==> config.mk <==
export PLATFORM = sky130hd
export DESIGN_NAME = dmem_arbiter
export DESIGN_NICKNAME = d
export VERILOG_FILES = /design/src/rtl/dmem_arbiter.sv
export SDC_FILE = /design/constraint.sdc
export NUM_CORES = 1
export LEC_CHECK = 0
export BUFFER_PORTS_ARGS = -buffer_cell sky130_fd_sc_hd__buf_4
export CORE_MARGIN = 5
export CORE_UTILIZATION = 42
export DETAILED_ROUTE_END_ITERATION = 10
export MAX_ROUTING_LAYER = met4
export PLACE_DENSITY = 0.76
export SLEW_MARGIN = 15
export SYNTH_ARGS = -nofsm -noshare
export SYNTH_HDL_FRONTEND = slang
export SYNTH_SLANG_ARGS = --single-unit
==> constraint.sdc <==
create_clock -name clk -period 1.3 [get_ports clk]
set_input_delay 0.065 -clock clk [delete_from_list [all_inputs] [get_ports clk]]
set_output_delay 0.065 -clock clk [all_outputs]
set_load 0.005 [all_outputs]
==> src/rtl/dmem_arbiter.sv <==
// dmem_arbiter: shares the single data RAM port between two requesters.
//   Requester 0 (m0_*) is the CPU memory stage; requester 1 (m1_*) is the
//   debug/loader port. Requester 0 has fixed priority, but an aging counter
//   lets requester 1 win after MAX_WAIT consecutive lost arbitrations.
//   Every access is serialised IDLE -> ACCESS -> ACK (3 cycles minimum).
//
// Ports:
//   clk, rst          system clock, synchronous active-high reset
//   m<n>_req/we/amp   request, write(1)/read(0), byte enables
//   m<n>_addr/wdata   word address and write data
//   m<n>_ack          one-cycle completion pulse
//   m<n>_rdata        read data, valid while m<n>_ack is high
//   ram_we/amp/addr/wdata  RAM command, non-zero only in ACCESS
//   ram_rdata         RAM combinational read data
//   busy              high whenever the FSM is not idle
//   m0_stall          m0_req & ~m0_ack, freezes the CPU pipeline
module dmem_arbiter #(
  parameter int unsigned AW       = 7,
  parameter int unsigned DW       = 32,
  parameter int unsigned MAX_WAIT = 4
) (
  input  logic          clk,
  input  logic          rst,
  input  logic          m0_req,
  input  logic          m0_we,
  input  logic [3:0]    m0_amp,
  input  logic [AW-1:0] m0_addr,
  input  logic [DW-1:0] m0_wdata,
  output logic          m0_ack,
  output logic [DW-1:0] m0_rdata,
  input  logic          m1_req,
  input  logic          m1_we,
  input  logic [3:0]    m1_amp,
  input  logic [AW-1:0] m1_addr,
  input  logic [DW-1:0] m1_wdata,
  output logic          m1_ack,
  output logic [DW-1:0] m1_rdata,
  output logic          ram_we,
  output logic [3:0]    ram_amp,
  output logic [AW-1:0] ram_addr,
  output logic [DW-1:0] ram_wdata,
  input  logic [DW-1:0] ram_rdata,
  output logic          busy,
  output logic          m0_stall
);

  localparam logic [3:0] MaxWait = 4'(MAX_WAIT);

  typedef enum logic [1:0] {StIdle, StAccess, StAck} state_e;

  state_e        state_q;
  logic          owner_q;     // 0: requester 0, 1: requester 1
  logic [3:0]    wait_cnt_q;  // consecutive arbitrations requester 1 has lost
  logic          cmd_we_q;
  logic [3:0]    cmd_amp_q;
  logic [AW-1:0] cmd_addr_q;
  logic [DW-1:0] cmd_wdata_q;
  logic [DW-1:0] m0_rdata_q;
  logic [DW-1:0] m1_rdata_q;
  logic          m0_ack_q;
  logic          m1_ack_q;

  logic grant1;
  logic in_access;

  // Requester 1 wins when alone, or when it has aged out against requester 0.
  assign grant1 = m1_req & (~m0_req | (wait_cnt_q >= MaxWait));

  always_ff @(posedge clk) begin
    if (rst) begin
      state_q     <= StIdle;
      owner_q     <= 1'b0;
      wait_cnt_q  <= 4'd0;
      cmd_we_q    <= 1'b0;
      cmd_amp_q   <= 4'd0;
      cmd_addr_q  <= '0;
      cmd_wdata_q <= '0;
      m0_rdata_q  <= '0;
      m1_rdata_q  <= '0;
      m0_ack_q    <= 1'b0;
      m1_ack_q    <= 1'b0;
    end else begin
      case (state_q)
        StIdle: begin
          m0_ack_q <= 1'b0;
          m1_ack_q <= 1'b0;
          if (m0_req | m1_req) begin
            state_q <= StAccess;
            owner_q <= grant1;
            if (grant1) begin
              cmd_we_q    <= m1_we;
              cmd_amp_q   <= m1_amp;
              cmd_addr_q  <= m1_addr;
              cmd_wdata_q <= m1_wdata;
              wait_cnt_q  <= 4'd0;
            end else begin
              cmd_we_q    <= m0_we;
              cmd_amp_q   <= m0_amp;
              cmd_addr_q  <= m0_addr;
              cmd_wdata_q <= m0_wdata;
              // Only a contested loss ages requester 1; saturate, never wrap.
              if (m1_req && (wait_cnt_q != 4'hF)) begin
                wait_cnt_q <= wait_cnt_q + 4'd1;
              end
            end
          end
        end
        StAccess: begin
          state_q <= StAck;
          if (!cmd_we_q) begin
            if (owner_q) begin
              m1_rdata_q <= ram_rdata;
            end else begin
              m0_rdata_q <= ram_rdata;
            end
          end
          m0_ack_q <= ~owner_q;
          m1_ack_q <= owner_q;
        end
        StAck: begin
          state_q  <= StIdle;
          m0_ack_q <= 1'b0;
          m1_ack_q <= 1'b0;
        end
        default: begin
          state_q  <= StIdle;
          m0_ack_q <= 1'b0;
          m1_ack_q <= 1'b0;
        end
      endcase
    end
  end

  assign in_access = (state_q == StAccess);

  // Gating with ~rst keeps a reset edge that lands in ACCESS from writing RAM.
  assign ram_we    = in_access & cmd_we_q & ~rst;
  assign ram_amp   = in_access ? cmd_amp_q : 4'd0;
  assign ram_addr  = in_access ? cmd_addr_q : '0;
  assign ram_wdata = in_access ? cmd_wdata_q : '0;

  assign m0_ack   = m0_ack_q;
  assign m1_ack   = m1_ack_q;
  assign m0_rdata = m0_rdata_q;
  assign m1_rdata = m1_rdata_q;
  assign busy     = (state_q != StIdle);
  assign m0_stall = m0_req & ~m0_ack_q;

endmodule

==> results of run 1 <==
[state kept, by name (all words and copies together), names as in the netlist]
signal and cells:
cmd_addr_q 7, cmd_amp_q 4, cmd_wdata_q 32, cmd_we_q 1, m0_ack 1, m0_rdata 32, m1_ack 1, m1_rdata 32
owner_q 1, state_q 2, wait_cnt_q 4
[Yosys cell counts]
cell type	n	share of area, %
a21oi_1	111	11
a21oi_2	1	0.18
a311oi_1	44	7.7
and2_1	45	5.7
buf_1	3	0.23
buf_2	25	2.5
buf_4	1	0.15
clkbuf_1	32	2.4
clkbuf_2	3	0.30
dfxtp_1	117	47
ha_1	1	0.25
inv_1	2	0.15
nand2_1	131	9.9
nand2b_1	1	0.13
nand3_1	45	4.5
nand4_1	2	0.25
nand4bb_1	1	0.23
nor2_1	4	0.30
nor2_2	1	0.13
nor2b_1	2	0.25
nor3_1	2	0.20
nor3b_4	1	0.38
nor4b_2	1	0.30
nor4bb_1	1	0.20
o21ai_0	46	4.6
or2_2	1	0.13
or3_1	1	0.13
or3b_1	2	0.35
or4b_1	1	0.20
[cell type report]
cell class / instances / area share, %
Antenna cell: 2 / 0.0482
Clock buffer: 19 / 4.27
Clock inverter: 13 / 1.29
Inverter: 2 / 0.0723
Multi-Input combinational cell: 445 / 28.5
Sequential cell: 117 / 22.7
Tap cell: 143 / 1.72
Timing Repair Buffer: 430 / 41.4
[critical path, stage by stage (launching register included)]
cell	delay, ns
dfxtp_4	0.34
buf_6	0.11
nor2b_4	0.15
buf_12	0.17
clkbuf_16	0.17
and2_4	0.16
buf_6	0.09
[repair_timing]
| action | 4_1_cts | 5_1_grt |
|---|---|---|
| hold buffers | 120 | 0 |
| setup endpoints to repair | 155 | 159 |
| buffers inserted | 23 | 6 |
| pin swaps | 55 | 46 |
| resized for setup | 102 | 145 |
| endpoints found under the hold margin | 111 | 0 |
| cloned | 17 | 5 |
[how the worst min path moves through the flow]
stage | startpoint | cells past startpoint | slack [ns] | endpoint
after floorplan | ram_rdata[17] | 2 | 0.20 | m0_rdata[17]$_SDFFE_PP0P_
after global placement | ram_rdata[16] | 3 | 0.32 | m1_rdata[16]$_SDFFE_PP0P_
after detailed placement | ram_rdata[12] | 3 | 0.33 | m1_rdata[12]$_SDFFE_PP0P_
after CTS | m0_wdata[10] | 3 | 0.005 | cmd_wdata_q[10]$_SDFFE_PP0P_
after global routing | rst | 2 | 0.07 | wait_cnt_q[0]$_SDFFE_PP0P_
final | m0_wdata[10] | 3 | 0.05 | cmd_wdata_q[10]$_SDFFE_PP0P_
[metrics by stage]
stage	hold WS, ns	setup TNS [ns]	instances
after global routing	0.0745	-49.41	1171
after CTS	0.00508	-36.18	1163
final	0.0510	-43.23	1171
after floorplan	0.201	-1.61	628
after global placement	0.323	-2.45	971
after detailed placement	0.331	-6.92	971
[cell families after synthesis]
logic type | after synthesis
buffers and inverters | 66
and+or+nand+nor | 242
adders and majority gates | 1
AOI/OAI and AO/OA | 202
DFF | 117
[metal layers]
metal  vias to the layer above  wire (um)  global-route usage [%]  share of wire [%]
met5                         -          0                       -                  0
met4                         0       2050                    17.8                7.0
met3                       230       3550                    9.19                 12
met2                       716      14100                    59.0                 48
met1                      3388       9800                    37.5                 33
li1                       2983          -                       -                  -
[power groups by stage]
stage                     registers (uW)  clock network, uW  logic (uW)
after detailed placement            4030                  0        1600
after global placement              4020                  0        1580
after floorplan                     4010                  0         770
after CTS                           3970               4560        2540
final                               4030               4630        3090
after global routing                4040               4780        3160
==> results.tsv, run 1 <==
stage	metric	value	unit
floorplan	die_width	119	um
floorplan	die-area	14100	um^2
floorplan	initial_core_util	43.2	%
sta	max_slew_margin	64.3	%
final_layout	final_area	10400	um^2
pwr	p_sw_share	28.9	%
global_routing	antenna_found_initial	2	
final_layout	multi_input_comb_area	2960	um^2
placed_design	gp_congestion	0.846	
route	first_pass_iters	6	
pwr	p_seq_share	34.3	%
worst_setup_path	crit_path_end_kind	output port	
pwr	power_density	1130	nW/um^2
worst_setup_path	crit_arrival	1.61	ns
sta	skew	0.0107	ns
global_routing	grt_pass1_vias	7280	
worst_setup_path	criticalPathCategory	reg -> out	
floorplan	core-area	11500	um^2
floorplan	rows	39	
outcome	outcome	complete, but fails checks	
synth	synth_adder_area_share	0.251	%
worst_setup_path	crit_start	state_q[1]$_SDFFE_PP0P_	
synth	yosysWarnings	0	
worst_setup_path	crit_end	ram_wdata[15]	
sta	rsz0062_at_grt	true	
placed_design	place_area	7030	um^2
worst_setup_path	required	1.24	ns
synth	synth_cell_type_count	29	
floorplan	pin_count	236	
worst_setup_path	worstSetupStartpointType	flop	
worst_setup_path	r2r_start	state_q[0]$_SDFFE_PP0P_	
route	drtIter0Drc	857	
global_routing	overflow	0	
global_routing	grt_max_degree	53	
clocking	clock-sinks	117	
synth	syn_inst	628	
synth	synth_compound_area_share	23.7	%
floorplan	dieHeight	119	um
worst_setup_path	worstPathMaxFanout	6	
synth	ys_seq_area_share	47.1	%
placed_design	dp_slack	-0.0975	ns
final_layout	layout_common_cells	buf_4, dlygate4sd3_1, dfxtp_1	
sta	setup_viol	158	
route	drtAntennaViolNets	0	
sta	maxSlewViolCount	0	
clocking	root_buffer	clkbuf_16	
global_routing	grt_pass1_wl	38600	um
pwr	total_power	11800	uW
final_layout	layout_commonest_cell	buf_4	
pwr	ir_drop	0.983	mV
sta	fin_crit_sh	129	%
route	viasPerCell	6.25	
synth	avgSynthCellArea	7.93	um^2
clocking	clk_pin_slew	0.06	ns
placed_design	dp_hpwl	11700	um
final_layout	fill_cells	431	
synth	syn-cell-area	4980	um^2
pwr	clockPowerShare	39.4	%
sta	fmax	597	MHz
clocking	cts_buffers	17	
route	vias	7317	
global_routing	grt_usage	34.8	%
synth	muxShareOfSynthArea	0	%
final_layout	final_nets	1138	
sta	finalHoldViolCount	0	
clocking	cts_buffer_depth	2	
synth	syn-num-nets	753	
sta	worstMarginPinSlew	0.535	ns
clocking	clk-insertion-delay-late	0.41	ns
final_layout	final_util	90.2	%
pwr	power_switching	3400	uW
sta	finalCriticalPeriod	1.67	ns
synth	synth_top_family_by_area	compound AO/OA/AOI/OAI gates	
pwr	p_leak	0.00426	uW
outcome	failed_checks	negative setup slack	
pwr	power_frac_comb	26.3	%
run	cap_viol_max_count	0	
synth	yosys.area_share.simple	23.2	%
worst_setup_path	reg2reg_depth	9	
final_layout	drive_gt1_share	49.0	%
pwr	p_int	8360	uW
clocking	htree_levels	4	
min_path	hp-class	in -> reg	
placed_design	io_buffers	235	
clocking	cts_tree	built	
worst_setup_path	timing.rr.end	cmd_wdata_q[27]$_SDFFE_PP0P_	
synth	synthXorXnorAreaFrac	0	%
route	wire_per_inst	25.2	um
route	wirelength	29500	um
synth	yosys_register_bits	117	
worst_setup_path	r2r_slack	-0.36	ns
sta	setup_ws	-0.375	ns
route	drc	0	
final_layout	synthToLayoutAreaGrowth	109	%
final_layout	seqCellArea	2350	um^2
No activity file was read; power rests on OpenSTA's default activity.
==> run 2: changes to the inputs <==
==> constraint.sdc (replaced) <==
create_clock -name clk -period 1.3 [get_ports clk]
set_input_delay 0.325 -clock clk [delete_from_list [all_inputs] [get_ports clk]]
set_output_delay 0.325 -clock clk [all_outputs]
set_load 0.005 [all_outputs]
==> run 2 against run 1 <==
Against the previous run: the run still ends with negative setup slack left; combinational power down 10%; worst hold slack improved by 0.11 ns; sequential power about the same; wire length down 22%; worst setup slack got worse by 0.16 ns; via count down 16%; critical path depth fell by 1; first-iteration DRC count is 20% lower; critical path type unchanged; critical endpoint is now ram_wdata[30].
==> results.tsv, run 2 (synthesized netlist as in run 1, its figures left out) <==
stage	metric	value	unit	change
sta	rsz0062_at_grt	true		unchanged
worst_setup_path	cpPeakStageDelay	0.35	ns	was 0.34 ns
route	drtAntennaViolNets	0		unchanged
placed_design	placedCellCount	969		was 971
route	drc	0		unchanged
sta	setup_ws	-0.535	ns	was -0.375 ns
worst_setup_path	reg2reg_depth	6		was 9
placed_design	place_area	7010	um^2	was 7030 um^2
pwr	ir_drop	0.754	mV	was 0.983 mV
worst_setup_path	worstSetupPathDepth	5		was 6
sta	fmax	545	MHz	was 597 MHz
floorplan	core-area	11500	um^2	unchanged
final_layout	diodes	0		was 2
route	vias	6172		was 7,317
worst_setup_path	required	0.98	ns	was 1.24 ns
clocking	htree_levels	4		unchanged
worst_setup_path	cp_top_family	simple AND/OR/NAND/NOR gates		was buffers and inverters
worst_setup_path	r2r_start	state_q[1]$_SDFFE_PP0P_		was state_q[0]$_SDFFE_PP0P_
worst_setup_path	timing.rr.end	m0_rdata[20]$_SDFFE_PP0P_		was cmd_wdata_q[27]$_SDFFE_PP0P_
final_layout	instances_no_fill	1050		was 1,171
floorplan	rows	39		unchanged
sta	finalHoldViolCount	0		unchanged
route	wirelength	22900	um	was 29,500 um
sta	maxSlewViolCount	0		unchanged
worst_setup_path	r2r_slack	-0.35	ns	was -0.36 ns
pwr	p_seq_share	33.6	%	was 34.3%
worst_setup_path	criticalPathCategory	reg -> out		unchanged
clocking	root_buffer	clkbuf_16		unchanged
worst_setup_path	worstPathMaxFanout	4		was 6
floorplan	die_width	119	um	unchanged
route	viasPerCell	5.88		was 6.25
outcome	outcome	complete, but fails checks		unchanged
pwr	power_switching	3190	uW	was 3400 uW
clocking	clock-sinks	117		unchanged
placed_design	dp_hpwl	11200	um	was 11,700 um
clocking	cts_tree	built		unchanged
sta	setup_viol	160		was 158
worst_setup_path	critPathSlowestCell	dfxtp_4		unchanged
global_routing	grt_usage	26.8	%	was 34.8%
worst_setup_path	path_buf_inv	3		was 4
worst_setup_path	path_cells	nor2b_4 > buf_12 > clkbuf_16 > and2_4 > buf_6		was buf_6 > nor2b_4 > buf_12 > clkbuf_16 > and2_4 > buf_6
sta	whs	0.162	ns	was 0.0510 ns
sta	skew	0.00782	ns	was 0.0107 ns
final_layout	layout_commonest_cell	buf_4		unchanged
placed_design	gp_congestion	0.876		was 0.846
outcome	failed_checks	negative setup slack		unchanged
worst_setup_path	crit_path_end_kind	output port		unchanged
placed_design	dp_slack	-0.467	ns	was -0.0975 ns
pwr	p_int	8830	uW	was 8360 uW
sta	worstMarginPinSlew	0.843	ns	was 0.535 ns
clocking	clk_pin_slew	0.06	ns	about the same
route	drtIter0Drc	687		was 857
final_layout	drive_gt1_share	61.9	%	was 49.0%
clocking	hold_buffers	0		was 120
final_layout	fill_cells	614		was 431
floorplan	initial_core_util	43.2	%	unchanged
global_routing	overflow	0		unchanged
pwr	p_sw_share	26.5	%	was 28.9%
sta	finalCriticalPeriod	1.83	ns	was 1.67 ns
pwr	power_density	1250	nW/um^2	was 1130 nW/um^2
run	cap_viol_max_count	0		unchanged
pwr	clockPowerShare	43.3	%	was 39.4%
global_routing	grt_pass1_wl	29600	um	was 38,600 um
clocking	cts_buffer_depth	2		unchanged
min_path	hp-class	in -> reg		unchanged
floorplan	die-area	14100	um^2	unchanged
pwr	p_leak	0.00406	uW	was 0.00426 uW
min_path	hold_depth	3		unchanged
pwr	power_frac_comb	23.0	%	was 26.3%
worst_setup_path	worstSetupStartpointType	flop		unchanged
placed_design	io_buffers	235		unchanged
route	first_pass_iters	8		was 6
sta	fin_crit_sh	141	%	was 129%
worst_setup_path	crit_arrival	1.51	ns	was 1.61 ns
global_routing	antenna_found_initial	0		was 2
final_layout	synthToLayoutAreaGrowth	93.7	%	was 109%
pwr	total_power	12000	uW	was 11,800 uW
sta	max_slew_margin	43.6	%	was 64.3%
global_routing	grt_max_degree	116		was 53
final_layout	final_area	9640	um^2	was 10,400 um^2
worst_setup_path	crit_end	ram_wdata[30]		was ram_wdata[15]
clocking	clk-insertion-delay-late	0.42	ns	was 0.41 ns
final_layout	layout_common_cells	buf_4, dfxtp_1, a21oi_2		was buf_4, dlygate4sd3_1, dfxtp_1
route	wire_per_inst	21.8	um	was 25.2 um
global_routing	grt_pass1_vias	5845		was 7,280
clocking	cts_buffers	17		unchanged
worst_setup_path	crit_start	state_q[0]$_SDFFE_PP0P_		was state_q[1]$_SDFFE_PP0P_
floorplan	pin_count	236		unchanged
final_layout	final_nets	1020		was 1,138
floorplan	dieHeight	119	um	unchanged
-- run 2: changes by cell type in the layout (fill, tap and decap cells not counted), sizes merged --
cell	previous run	this run
clkinv	8	4
nor2	5	8
dlygate4sd3	120	0
clkinvlp	3	0
bufinv	2	5
buf	305	302
diode	2	0
clkbuf	24	29
-- run 2: worst min-delay path by stage --
stage                                    start  slack, ns                    endpoint
finish                           ram_rdata[17]       0.16   m0_rdata[17]$_SDFFE_PP0P_
global route                     ram_rdata[17]       0.16   m0_rdata[17]$_SDFFE_PP0P_
floorplan           wait_cnt_q[1]$_SDFFE_PP0P_       0.44  wait_cnt_q[1]$_SDFFE_PP0P_
CTS                              ram_rdata[25]       0.17   m1_rdata[25]$_SDFFE_PP0P_
global placement     m1_rdata[13]$_SDFFE_PP0P_       0.44   m1_rdata[13]$_SDFFE_PP0P_
detailed placement    m1_rdata[5]$_SDFFE_PP0P_       0.45    m1_rdata[5]$_SDFFE_PP0P_
-- run 2: through the flow --
stage	setup TNS [ns]	util [%]
floorplan	-1.61	-
global placement	-32.44	60.9
detailed placement	-36.28	60.9
CTS	-45.30	72.4
global route	-56.23	83.7
finish	-48.79	83.7
-- run 2: worst register-to-register path, cell delays in order, from the launching register on --
cell and delay [ns]:
dfxtp_4 0.35, buf_4 0.13, buf_6 0.12, or4b_4 0.57
buf_12 0.20, nand2_4 0.07, a21oi_2 0.06
-- run 2: final cells by class --
| class | instances | area (um^2) | share of cell area, % |
|---|---|---|---|
| Tap cell | 143 | 179 | 1.86 |
| Timing Repair Buffer | 309 | 3010 | 31.2 |
| Clock buffer | 22 | 474 | 4.92 |
| Clock inverter | 9 | 174 | 1.80 |
| Sequential cell | 117 | 2360 | 24.4 |
| Multi-Input combinational cell | 448 | 3440 | 35.6 |
| Inverter | 2 | 10.0 | 0.104 |
-- run 2: timing repair --
| action | CTS | global route |
|---|---|---|
| cloned | 11 | 10 |
| setup endpoints to repair | 158 | 160 |
| buffers inserted | 15 | 22 |
| pin swaps | 16 | 110 |
| gates resized for setup | 87 | 271 |
-- run 2: per-layer routing --
metal  part of all wire, %  vias up  GRT usage [%]  wire [um]
li1                      -     2749              -          -
met1                    36     2929           30.7       8350
met2                    51      417           44.7      11700
met3                   8.7       77           6.45       2000
met4                   3.6        0           11.4        829
met5                     0        -              -          0
-- run 2: power by group through the flow --
| stage | Sequential [uW] | Clock, uW | Combinational (uW) |
|---|---|---|---|
| floorplan | 4010 | 0 | 774 |
| global placement | 4020 | 0 | 1540 |
| detailed placement | 4030 | 0 | 1570 |
| CTS | 3960 | 5160 | 1980 |
| global route | 4070 | 5400 | 2890 |
| finish | 4040 | 5210 | 2770 |
==> run 3: changes to the inputs <==
--- a/config.mk
+++ b/config.mk
@@ -6,11 +6,10 @@
 export NUM_CORES = 1
 export LEC_CHECK = 0
 export BUFFER_PORTS_ARGS = -buffer_cell sky130_fd_sc_hd__buf_4
-export CORE_MARGIN = 5
-export CORE_UTILIZATION = 42
+export CORE_UTILIZATION = 43
+export CTS_BUF_LIST = sky130_fd_sc_hd__clkbuf_8
 export DETAILED_ROUTE_END_ITERATION = 10
-export MAX_ROUTING_LAYER = met4
-export PLACE_DENSITY = 0.76
+export PLACE_DENSITY = 0.78
 export SLEW_MARGIN = 15
 export SYNTH_ARGS = -nofsm -noshare
 export SYNTH_HDL_FRONTEND = slang
==> run 3 against run 2 <==
Against the previous run: the flow still finishes with violations (negative setup slack); count of clock-buffer cells in the layout decreased by 3; global-route usage increased by 2.9 points; fmax increased by 4.8%; final cell count decreased by 2.3%; worst hold slack got worse by 0.0065 ns; via count decreased by 4.0%; sequential cell count unchanged; critical path depth increased by 1; die area decreased by 15%; first-iteration DRC count decreased by 37%; critical endpoint is now busy.
==> results.tsv, run 3 (synthesized netlist as in run 1, its figures left out) <==
stage	metric	value	unit	change
global_routing	overflow	0		unchanged
clocking	cts_buffers	17		unchanged
outcome	failed_checks	negative setup slack		unchanged
min_path	whs_endpoint	m1_rdata[27]$_SDFFE_PP0P_		was m0_rdata[17]$_SDFFE_PP0P_
floorplan	dieHeight	110	um	was 119 um
route	vias	5923		was 6,172
pwr	total_power	9900	uW	was 12,000 uW
global_routing	grt_pass1_vias	5446		was 5,845
sta	rsz0062_at_grt	true		unchanged
pwr	power_density	1130	nW/um^2	was 1250 nW/um^2
global_routing	grt_usage	29.7	%	was 26.8%
sta	skew	0.0128	ns	was 0.00782 ns
final_layout	final_nets	1000		was 1,020
floorplan	rows	38		was 39
clocking	clk-insertion-delay-late	0.43	ns	was 0.42 ns
sta	finalHoldViolCount	0		unchanged
sta	fmax	571	MHz	was 545 MHz
floorplan	pin_count	236		unchanged
clocking	cts_buffer_depth	2		unchanged
placed_design	place_area	7050	um^2	was 7010 um^2
route	wire_per_inst	19.0	um	was 21.8 um
min_path	hold_depth	3		unchanged
worst_setup_path	criticalPathCategory	reg -> out		unchanged
route	wirelength	19500	um	was 22,900 um
sta	finalCriticalPeriod	1.75	ns	was 1.83 ns
worst_setup_path	timing.rr.end	cmd_wdata_q[4]$_SDFFE_PP0P_		was m0_rdata[20]$_SDFFE_PP0P_
route	drtAntennaViolNets	0		unchanged
clocking	root_buffer	clkbuf_8		was clkbuf_16
clocking	cts_tree	built		unchanged
final_layout	layout_commonest_cell	buf_4		unchanged
placed_design	io_buffers	235		unchanged
worst_setup_path	r2r_start	state_q[0]$_SDFFE_PP0P_		was state_q[1]$_SDFFE_PP0P_
worst_setup_path	r2r_slack	-0.29	ns	was -0.35 ns
worst_setup_path	reg2reg_depth	10		was 6
route	drtIter0Drc	431		was 687
clocking	clock-sinks	117		unchanged
run	cap_viol_max_count	0		unchanged
final_layout	diodes	0		unchanged
route	viasPerCell	5.77		was 5.88
global_routing	grt_pass1_wl	27000	um	was 29,600 um
floorplan	die_width	110	um	was 119 um
global_routing	grt_max_degree	116		unchanged
final_layout	synthToLayoutAreaGrowth	76.8	%	was 93.7%
sta	worstMarginPinSlew	0.720	ns	was 0.843 ns
floorplan	die-area	12000	um^2	was 14,100 um^2
sta	maxSlewViolCount	0		unchanged
worst_setup_path	worstPathMaxFanout	4		unchanged
outcome	outcome	complete, but fails checks		unchanged
placed_design	dp_hpwl	10600	um	was 11,200 um
global_routing	antenna_found_initial	0		unchanged
sta	setup_ws	-0.450	ns	was -0.535 ns
sta	fin_crit_sh	135	%	was 141%
sta	max_slew_margin	52.0	%	was 43.6%
worst_setup_path	crit_path_end_kind	output port		unchanged
final_layout	final_area	8800	um^2	was 9640 um^2
min_path	hp-class	in -> reg		unchanged
sta	setup_viol	157		was 160
final_layout	layout_common_cells	buf_4, dfxtp_1, nand2_1		was buf_4, dfxtp_1, a21oi_2
pwr	p_leak	0.00388	uW	was 0.00406 uW
clocking	clk_pin_slew	0.07	ns	was 0.06 ns
min_path	worst_hold_startpoint	ram_rdata[27]		was ram_rdata[17]
floorplan	initial_core_util	44.9	%	was 43.2%
worst_setup_path	worstSetupStartpointType	flop		unchanged
clocking	htree_levels	4		unchanged
worst_setup_path	required	0.98	ns	about the same
pwr	ir_drop	0.692	mV	was 0.754 mV
route	drc	0		unchanged
worst_setup_path	crit_arrival	1.43	ns	was 1.51 ns
placed_design	dp_slack	-0.155	ns	was -0.467 ns
route	first_pass_iters	5		was 8
floorplan	core-area	11100	um^2	was 11,500 um^2
placed_design	gp_congestion	0.782		was 0.876
final_layout	drive_gt1_share	54.2	%	was 61.9%
-- run 3: cell count changes in the layout (fill, tap and decap cells not counted), sizes merged --
cell,before,now
nor2,8,5
clkinvlp,0,2
buf,302,290
bufinv,5,4
inv,2,3
clkbuf,29,21
-- run 3: timing repair --
action	in CTS	in global routing
endpoints found under the setup margin	155	158
gates resized for setup	80	154
setup buffers	16	2
cloned	12	2
hold buffers	0	0
pin swaps	42	79
-- run 3: layer usage --
| metal | up-vias | track usage (%) | share of wire [%] |
|---|---|---|---|
| met4 | 0 | 13.4 | 3.0 |
| met5 | - | 0 | 0 |
| met1 | 2823 | 33.5 | 37 |
| li1 | 2706 | - | - |
| met2 | 349 | 52.8 | 52 |
| met3 | 45 | 6.99 | 7.9 |
-- run 3: how the worst max path moves through the flow --
stage | from | to | slack (ns)
floorplan | owner_q$_SDFFE_PP0P_ | m0_rdata[26]$_SDFFE_PP0P_ | -0.05
global placement | state_q[0]$_SDFFE_PP0P_ | ram_wdata[29] | -0.12
detailed placement | m1_req | cmd_wdata_q[9]$_SDFFE_PP0P_ | -0.16
CTS | state_q[0]$_SDFFE_PP0P_ | ram_wdata[24] | -0.46
global route | state_q[0]$_SDFFE_PP0P_ | ram_wdata[22] | -0.51
finish | state_q[0]$_SDFFE_PP0P_ | busy | -0.45
-- run 3: power breakdown --
part           internal (uW)  switching (uW)
Sequential              3830             132
Clock                   2150            1450
Combinational           1220            1120
-- run 3: area by class of cell --
| class | instances | area (um^2) |
|---|---|---|
| timing repair buffer | 292 | 2700 |
| tap | 140 | 175 |
| clock inverter | 11 | 159 |
| sequential | 117 | 2350 |
| multi-input combinational | 445 | 3150 |
| clock buffer | 19 | 262 |
| fill | 683 | 2280 |
| inverter | 2 | 7.51 |
-- run 3: worst max-delay path: stages (launching register included) --
cell	delay, ns
dfxtp_2	0.34
buf_4	0.14
buf_6	0.11
nor2_4	0.11
inv_2	0.05
buf_6	0.12
buf_4	0.13
-- run 3: stage by stage --
stage / hold slack, ns / cells / TNS (ns) / utilization [%]
finish: 0.155 / 1026 / -37.74 / 79.4
global route: 0.140 / 1026 / -47.39 / 79.4
CTS: 0.137 / 1027 / -35.68 / 74.4
detailed placement: 0.447 / 969 / -13.58 / 63.6
global placement: 0.442 / 969 / -10.09 / 63.6
floorplan: 0.436 / 628 / -1.61 / -
